[src/rtl/mem_port_arbiter.sv]
// mem_port_arbiter: owns the unified memory port and arbitrates between fetch and load/store
// with data-first priority, a fetch starvation guard and a fixed access latency.
module mem_port_arbiter #(
    parameter int ADDR_W     = 32,
    parameter int DATA_W     = 32,
    parameter int MEM_DELAY  = 4,
    parameter int STARVE_MAX = 3
) (
    input  logic              clk,
    input  logic              nrst,
    input  logic              if_req,
    input  logic [ADDR_W-1:0] if_addr,
    input  logic              if_flush,
    output logic              if_gnt,
    output logic              if_rvalid,
    output logic [DATA_W-1:0] if_rdata,
    input  logic              d_req,
    input  logic              d_we,
    input  logic [ADDR_W-1:0] d_addr,
    input  logic [DATA_W-1:0] d_wdata,
    output logic              d_gnt,
    output logic              d_rvalid,
    output logic [DATA_W-1:0] d_rdata,
    output logic              mem_en,
    output logic              mem_we,
    output logic [ADDR_W-1:0] mem_addr,
    output logic [DATA_W-1:0] mem_wdata,
    input  logic [DATA_W-1:0] mem_rdata,
    output logic              mem_busy
);
    localparam int SW = $clog2(STARVE_MAX + 1);

    typedef enum logic [1:0] {IDLE, BUSY_IF, BUSY_D} state_t;

    state_t            state_q;
    logic [3:0]        cnt_q;
    logic [SW-1:0]     starve_q;
    logic [SW-1:0]     starve_d;
    logic              flush_q;
    logic              we_q;
    logic [ADDR_W-1:0] addr_q;
    logic [DATA_W-1:0] wdata_q;
    logic              idle;
    logic              resp;
    logic              starved;

    assign idle    = state_q == IDLE;
    assign resp    = !idle && cnt_q == 4'(MEM_DELAY);
    assign starved = starve_q == SW'(STARVE_MAX);

    // Grants are combinational but gated by nrst so every output is 0 while in reset.
    assign d_gnt  = nrst && idle && d_req && !(if_req && starved);
    assign if_gnt = nrst && idle && if_req && !d_gnt;

    assign if_rvalid = resp && state_q == BUSY_IF && !flush_q && !if_flush;
    assign d_rvalid  = resp && state_q == BUSY_D;
    assign if_rdata  = if_rvalid ? mem_rdata : '0;
    assign d_rdata   = d_rvalid ? mem_rdata : '0;
    assign mem_en    = !idle;
    assign mem_we    = !idle && we_q;
    assign mem_addr  = addr_q;
    assign mem_wdata = wdata_q;
    assign mem_busy  = !idle;

    assign starve_d = (if_gnt || !if_req) ? '0 : starved ? starve_q : starve_q + 1'b1;

    always_ff @(posedge clk or negedge nrst) begin
        if (!nrst) begin
            state_q  <= IDLE;
            cnt_q    <= '0;
            starve_q <= '0;
            flush_q  <= 1'b0;
            we_q     <= 1'b0;
            addr_q   <= '0;
            wdata_q  <= '0;
        end else if (d_gnt || if_gnt) begin
            state_q  <= d_gnt ? BUSY_D : BUSY_IF;
            cnt_q    <= 4'd1;
            starve_q <= starve_d;
            flush_q  <= 1'b0;
            we_q     <= d_gnt && d_we;
            addr_q   <= d_gnt ? d_addr : if_addr;
            wdata_q  <= d_gnt ? d_wdata : wdata_q;
        end else if (!idle) begin
            cnt_q   <= cnt_q + 4'd1;
            state_q <= resp ? IDLE : state_q;
            flush_q <= flush_q || (state_q == BUSY_IF && if_flush);
        end
    end
endmodule

[config.mk]
export PLATFORM = sky130hd
export DESIGN_NAME = mem_port_arbiter
export DESIGN_NICKNAME = d
export VERILOG_FILES = /design/src/rtl/mem_port_arbiter.sv
export SDC_FILE = /design/constraint.sdc
export NUM_CORES = 1
export LEC_CHECK = 0
export CORE_AREA = 2 2 106 108
export DETAILED_ROUTE_END_ITERATION = 6
export DIE_AREA = 0 0 108 110
export DONT_BUFFER_PORTS = 1
export SLEW_MARGIN = 40
export SYNTH_ARGS = -nofsm -noshare
export SYNTH_HDL_FRONTEND = slang
export SYNTH_SLANG_ARGS = --single-unit
[constraint.sdc]
create_clock -name clk -period 5.6 [get_ports clk]
set_input_delay 0.84 -clock clk [delete_from_list [all_inputs] [get_ports clk]]
set_output_delay 0.84 -clock clk [all_outputs]
set_load 0.005 [all_outputs]
### Yosys cells after proc, flatten, opt, wreduce, memory -nomap -nowiden

Cells that the tools add are included.

* bitwise gates (word level): 0
* add/subtract/negate cells: 2
* div/mod/pow operators: 0
* muxes and demuxes: 13
* reductions and logical operators: 28
* shift operators: 0
* multiply operators: 0
* $lt $le $gt $ge: 0
* equality and inequality tests: 6

Operators with widths (count)
* 32-bit 2-to-1 mux: 3
* 1-bit logical AND: 14
* 2-bit 2-to-1 mux: 6
* 4-bit 2-to-1 mux: 2
* 1-bit logical NOT: 6
* 2-bit AND reduction: 3
* 4-bit by 1-bit adder with 4-bit output, second input constant: 1
* 2-bit equality test, second input constant: 2
* 4-bit by 3-bit equality test with 1-bit output, second input constant: 1
* 2-bit by 1-bit inequality test with 1-bit output, second input constant: 2
* 1-bit logical OR: 3
* 2-bit by 1-bit adder with 2-bit output, second input constant: 1
* 2-bit by 1-bit equality test with 1-bit output, second input constant: 1
* 2-bit logical NOT: 1
* 1-bit 2-to-1 mux: 2
* 2-bit nonzero test: 1

* output and inout port bits: 135
* bits in read-only memories: 0
* memories kept: 0
* bits in registers: 74
* memory bits (writable): 0
* bits of input ports: 134
* logic and storage cells: 56
* latch bits: 0

### Longest topological paths before layout

Gate-level depths: netlist of run 1.

* word-level depth: 9
* depth in mapped cells: 6
* depth with buffers taken out: 5

### Least setup slack after synthesis of run 1

Ideal clock, no wire load.

* path kind: input to output
* start point: in nrst
* end point: out d_gnt
* path buffers: 2
* arrival: 1.676 ns
* path slack: 3.084 ns
* cell stages on the path: 4
* cell sequence: or3b_1 > buf_6 > nor2_8 > buf_12

* longest elaborated chain between the ends: 3

RTL lines
* start, declared: line 10 `input logic nrst,`
* 1-bit logical AND (3 in series): line 52 `assign d_gnt = nrst && idle && d_req && !(if_req && starved);`
* end, declared: line 21 `output logic d_gnt,`

Every way passes these cells.

### Final worst setup path of run 1

* start point: reg state_q[0]
* end point: out d_gnt

* longest elaborated chain between the ends: 4

RTL lines
* start, declared: line 35 `state_t state_q;`
* start signal, assigned: line 77 `state_q <= d_gnt ? BUSY_D : BUSY_IF;`
* start signal, assigned: line 86 `state_q <= resp ? IDLE : state_q;`
* 2-bit logical NOT: line 47 `assign idle = state_q == IDLE;`
* 1-bit logical AND (3 in series): line 52

Every way passes these cells.

==> results of run 1 <==
-- worst register-to-register path, stage by stage, from the launching register on --
cell,delay [ps]
dfrtp_1,490
or3b_2,820
nor2_8,720
mux2_2,450
-- layer usage --
metal / share of wire [%] / track usage (%)
met5: 0.11 / 0
met4: 1.2 / 5.403
met3: 13 / 6.526
met2: 51 / 32.93
met1: 35 / 20.98
-- final timing paths --
kind	startpoint	end	slack, ps	cells past startpoint
max in group asynchronous	nrst	we_q$_DFFE_PN0P_	5310	0
min	nrst	mem_addr[13]$_DFFE_PN0P_	180	0
max reg2reg	state_q[0]$_DFFE_PN0P_	mem_wdata[13]$_DFFE_PN0P_	3010	3
min reg2reg	starve_q[0]$_DFFE_PN0P_	starve_q[0]$_DFFE_PN0P_	500	1
max	state_q[0]$_DFFE_PN0P_	d_gnt	2370	2
min in group clk	starve_q[0]$_DFFE_PN0P_	starve_q[0]$_DFFE_PN0P_	500	1
-- layout make-up --
type / instances / area (um^2)
tap: 140 / 175.2
sequential: 74 / 1852
clock inverter: 4 / 27.53
antenna: 2 / 5.005
inverter: 5 / 18.77
fill: 1042 / 6590
clock buffer: 11 / 151.4
timing repair buffer: 4 / 30.03
multi-input combinational: 263 / 1848
-- registers in the layout, summed over array words and instances (netlist names) --
name / count
cnt_q: 4
flush_q: 1
mem_addr: 32
mem_wdata: 32
starve_q: 2
state_q: 2
we_q: 1
-- cell usage in the layout (no fill, tap or decap), types with 2 or more instances in the layout --
cell type	netlist	routed
a21oi_1	34	34
ha_1	3	3
a21o_1	2	2
mux2_2	5	5
nand2_1	3	3
mux2_4	27	27
a31oi_1	33	33
o21ai_0	35	35
clkbuf_8	0	11
buf_4	1	4
diode_2	0	2
and2_1	65	65
inv_1	5	5
nor2_1	4	4
clkinvlp_4	0	3
nand3_1	33	33
dfrtp_1	74	74
-- where the power goes --
group / internal, W / switching [W]
clock: 0.000182 / 0.000199
sequential: 0.000804 / 0.000236
combinational: 0.000318 / 0.000300
total: 0.00130 / 0.000735
-- cells by family (layout without fill, tap and decap cells) --
| family | after synthesis | count (layout) |
|---|---|---|
| XOR/XNOR | 2 | 2 |
| AND/OR/NAND/NOR | 117 | 117 |
| multiplexers | 33 | 33 |
| other | 0 | 2 |
| AO/OA/AOI/OAI | 108 | 108 |
| flip-flops | 74 | 74 |
| buffers and inverters | 41 | 24 |
| adder cells (fa/ha/maj) | 3 | 3 |
-- per-stage QoR --
step | cells | power, W | hold slack [ps]
after global routing | 501 | 0.002199 | 143.4
after CTS | 501 | 0.002065 | 160.6
after floorplan | 378 | 0.001536 | 457.3
after global placement | 486 | 0.001643 | 468.4
after detailed placement | 486 | 0.001674 | 477.5
final | 503 | 0.002038 | 179.1
==> flow_summary_export.csv, run 1 <==
group,metric,value,unit
status,status,"complete, no violations",
layout,nets,494,
worst_setup_path,cp-end-kind,"primary output",
logic_synthesis,ys_types,38,
worst_setup_path,cp_top_family,"simple AND/OR/NAND/NOR gates",
worst_setup_path,cpPeakStageDelay,810,ps
hold_path,hold_path_class,"in -> async",
timing,clock.fmax,309.2,MHz
detailed_routing,routed_wl,11410,um
cts,numCtsBuffers,9,
worst_setup_path,crit_type,"reg -> out",
global_routing,grt_pass1_vias,2902,
timing,period_minus_slack,3235,ps
timing,tightest_slew,786.0,ps
die,fp-row-count,38,
logic_synthesis,synth_top_area_share,47.34,%
timing,rsz0062_at_grt,"false",
layout,finish.utilization,38.40,%
cts,cts_hold_buf,0,
worst_setup_path,worst-path-buf-inv,0,
die,fp.dieW,108,um
timing,min_period_over_period,57.76,%
timing,setup_viol,0,
cts,htree_levels,3,
timing,hold_viol_final,0,
cts,cts.path.max_buffers,2,
power,peakVddDrop,167.0,uV
layout,final_layout_size_suffix_gt1_share,16.34,%
logic_synthesis,synth.area.mux_share,12.06,%
logic_synthesis,ys_async_sr_fraction,100.0,%
timing,tns,0,ps
timing,fin_ws,2365,ps
die,dieArea,11880,um^2
global_routing,overflow,0,
timing,slew_violations,0,
logic_synthesis,seq_area_frac_synth,47.34,%
logic_synthesis,yosysWarnings,0,
detailed_routing,detail_route.wl_per_cell,22.69,um
worst_setup_path,crit_chain,"or3b_2 -> nor2_8",
power,cellLeakagePower,1.676,nW
worst_setup_path,worstPathMaxFanout,35,
logic_synthesis,synth-edff-count,0,
die,io_pins,269,
cts,ctsResizeCount,0,
logic_synthesis,synth.most_common_cell,"dfrtp_1",
worst_setup_path,start_kind,"register",
timing,clock_skew,9.718,ps
placed_design,port_buffers,0,
global_routing,antenna_found_initial,2,
detailed_routing,ant_nets,0,
global_routing,grt_start_max_net_pins,77,
detailed_routing,num_vias,2919,
cts,cts.clk_slew.worst_paths,90,ps
cts,cts_root_buf,"clkbuf_8",
logic_synthesis,synth_top_area_cell,"dfrtp_1",
logic_synthesis,synthAdderAreaFrac,0.9597,%
detailed_routing,drtIter0Drc,228,
die,start_util,36.56,%
logic_synthesis,avgSynthCellArea,10.35,um^2
global_routing,grt_usage,18.50,%
logic_synthesis,syn_area,3911,um^2
cts,tritoncts,"done",
die,die_y,110,um
die,design.core.area,10700,um^2
logic_synthesis,synth_xor_area_share,0.4479,%
cts,clk_latency,340,ps
logic_synthesis,netlist_top_cells_area,"dfrtp_1, and2_1, mux2_4, a31oi_1, o21ai_0",
placed_design,place_ws,2392,ps
power,pwr_density_cell,496.2,nW/um^2
detailed_routing,via_per_inst,5.803,
worst_setup_path,cp_data_required_time,4760,ps
logic_synthesis,synthCells,378,
global_routing,grt_pass1_wl,16620,um
placed_design,dpl.hpwl,8216,um
detailed_routing,drt-pass1-iter-count,5,
logic_synthesis,synth_fp_nets,515,
cts,cts_sinks,74,
logic_synthesis,synthSimpleGateAreaFrac,18.01,%
logic_synthesis,synth_commonest_cells,"dfrtp_1, and2_1, o21ai_0",
placed_design,gp_congestion,0.7836,
timing,maxSlewHeadroom,47.60,%
detailed_routing,drcViolationCount,0,
logic_synthesis,synth_ff_type,"dfrtp_1",
logic_synthesis,synth-compound-area-share,15.39,%
layout,fin_area,4108,um^2
placed_design,placed_area,3924,um^2
logic_synthesis,synth_top_family_by_area,"simple AND/OR/NAND/NOR gates",
job,cap_viol_max_count,0,
cts,cts_setup_buffers,0,
layout,area_delta_synth_final,5.022,%
worst_setup_path,slowest_stage,"or3b_2",
logic_synthesis,synth-seq-cells,74,
worst_setup_path,cp.arrival,2390,ps
No activity file was read; power rests on OpenSTA's default activity.
==> inputs of run 2 (changes only) <==
==> constraint.sdc (replaced) <==
create_clock -name clk -period 3.2 [get_ports clk]
set_input_delay 0.48 -clock clk [delete_from_list [all_inputs] [get_ports clk]]
set_output_delay 0.48 -clock clk [all_outputs]
set_load 0.005 [all_outputs]
==> run 2 against run 1 <==
  * Core utilization rose by 0.84 points
  * Clock skew is 1.9 ps lower
  * Final area increased by 2.2%
  * Critical path depth rose by 1
  * Clock-buffer cell count unchanged
  * Combinational power grew 81%
  * First-iteration DRC count down 14%
  * Cell count is 0.99% higher
  * Die area unchanged
  * Routed wire length grew 2.0%
  * Via count grew 1.3%
  * Register-to-register slack got worse by 2200 ps
  * Critical endpoint unchanged
  * Largest cell class unchanged
  * Highest routed layer unchanged
==> flow_summary_export.csv, run 2 (same netlist as run 1, synthesis figures left out) <==
group,metric,value,unit
status,status,"complete, no violations",
worst_setup_path,slowest_stage,"nor2_8",
die,design.core.area,10700,um^2
layout,final_cells,508,
worst_setup_path,cp-end-kind,"primary output",
layout,final_layout_size_suffix_gt1_share,16.94,%
detailed_routing,drtIter0Drc,196,
layout,nFillCells,1033,
cts,cts_root_buf,"clkbuf_8",
worst_setup_path,cpPeakStageDelay,640,ps
layout,finish.utilization,39.24,%
timing,hold_viol_final,0,
layout,fin_area,4198,um^2
worst_setup_path,worstPathMaxFanout,35,
global_routing,grt_usage,18.93,%
cts,htree_levels,3,
die,io_pins,269,
global_routing,grt_pass1_wl,16890,um
worst_setup_path,cp_data_required_time,2720,ps
layout,multi_input_area,1848,um^2
hold_path,hold_path_class,"in -> async",
worst_setup_path,crit_type,"reg -> out",
detailed_routing,num_vias,2958,
worst_setup_path,crit_chain,"or3b_1 -> buf_4 -> nor2_8",
detailed_routing,via_per_inst,5.823,
timing,clock_skew,7.814,ps
global_routing,grt_start_max_net_pins,75,
cts,cts_sinks,74,
die,fp.dieW,108,um
layout,final_cell_mix,"dfrtp_1, and2_1, o21ai_0",
placed_design,gp_congestion,0.8262,
timing,rsz0062_at_grt,"false",
timing,clock.fmax,382.1,MHz
timing,tightest_slew,784.7,ps
layout,layout_commonest_cell,"dfrtp_1",
die,start_util,36.56,%
die,fp-row-count,38,
layout,area_delta_synth_final,7.326,%
die,dieArea,11880,um^2
timing,maxSlewHeadroom,47.68,%
cts,numCtsBuffers,9,
placed_design,dp_cells,489,
detailed_routing,drt-pass1-iter-count,4,
timing,slew_violations,0,
die,die_y,110,um
cts,cts.clk_slew.worst_paths,80,ps
cts,tritoncts,"done",
cts,clk_latency,350,ps
detailed_routing,detail_route.wl_per_cell,22.91,um
timing,setup_viol,0,
job,cap_viol_max_count,0,
detailed_routing,drcViolationCount,0,
global_routing,antenna_found_initial,2,
detailed_routing,routed_wl,11640,um
worst_setup_path,cp_top_family,"simple AND/OR/NAND/NOR gates",
placed_design,dpl.hpwl,8386,um
global_routing,grt_pass1_vias,2973,
power,peakVddDrop,302.9,uV
layout,nets,498,
placed_design,port_buffers,0,
detailed_routing,ant_nets,0,
timing,period_minus_slack,2617,ps
global_routing,overflow,0,
timing,tns,0,ps
layout,seqCellArea,1852,um^2
power,total_power,0.003749,W
worst_setup_path,start_kind,"register",
worst_setup_path,worst-path-buf-inv,1,
placed_design,placed_area,3946,um^2
power,pwr_density_cell,893.1,nW/um^2
power,cellLeakagePower,1.729,nW
worst_setup_path,cp.arrival,2140,ps
cts,cts.path.max_buffers,2,
timing,min_period_over_period,81.78,%
run 2: cell types whose count changed in the layout (fill, tap and decap cells not counted):
cell / previous run / this run
buf_16: 0 / 1
clkbuf_1: 0 / 1
or3b_1: 0 / 1
bufinv_16: 0 / 2
or3b_2: 1 / 0
clkbuf_8: 11 / 10
clkinvlp_4: 3 / 1
clkinv_2: 1 / 2
buf_4: 4 / 7
run 2: layer usage:
metal / up-vias / global-route usage (%) / share of wire [%]
met4: 2 / 9.524 / 2.7
met1: 1407 / 20.44 / 35
met5: - / 0 / 0.11
met2: 223 / 32.93 / 50
li1: 1302 / - / -
met3: 24 / 6.761 / 12
run 2: final timing paths:
kind	startpoint	to	slack, ps	depth (start not counted)
setup / recovery	state_q[0]$_DFFE_PN0P_	d_gnt	580	3
hold / removal	nrst	mem_addr[19]$_DFFE_PN0P_	30	1
setup reg to reg	state_q[0]$_DFFE_PN0P_	mem_wdata[14]$_DFFE_PN0P_	860	4
hold reg to reg	starve_q[0]$_DFFE_PN0P_	starve_q[0]$_DFFE_PN0P_	500	1
max in group asynchronous	nrst	mem_wdata[9]$_DFFE_PN0P_	2880	1
min in group clk	d_wdata[4]	mem_wdata[4]$_DFFE_PN0P_	280	1
run 2: repair_timing:
item / CTS / global route
resized for setup: 0 / 0
hold endpoints to repair: 74 / 0
buffers inserted: 0 / 0
hold buffers: 1 / 0
run 2: cell type report:
class	instances	area share, %
Sequential cell	74	44.11
Multi-Input combinational cell	263	44.02
Tap cell	140	4.173
Clock buffer	11	3.368
Timing Repair Buffer	8	1.908
Clock inverter	5	1.848
Inverter	5	0.4471
Antenna cell	2	0.1192
run 2: where the power goes:
part	total (W)	internal (W)	switching, W
sequential	0.00182	0.00141	0.000414
combinational	0.00112	0.000570	0.000551
clock	0.000808	0.000458	0.000349
total	0.00375	0.00243	0.00131
run 2: per-stage QoR:
step | setup slack, ps | hold WS (ps)
floorplan | 1270 | 184.4
global placement | 910.3 | 186.3
detailed placement | 839.6 | 186.4
CTS | 520.3 | 18.85
global route | 439.5 | 36.13
finish | 583.0 | 27.41
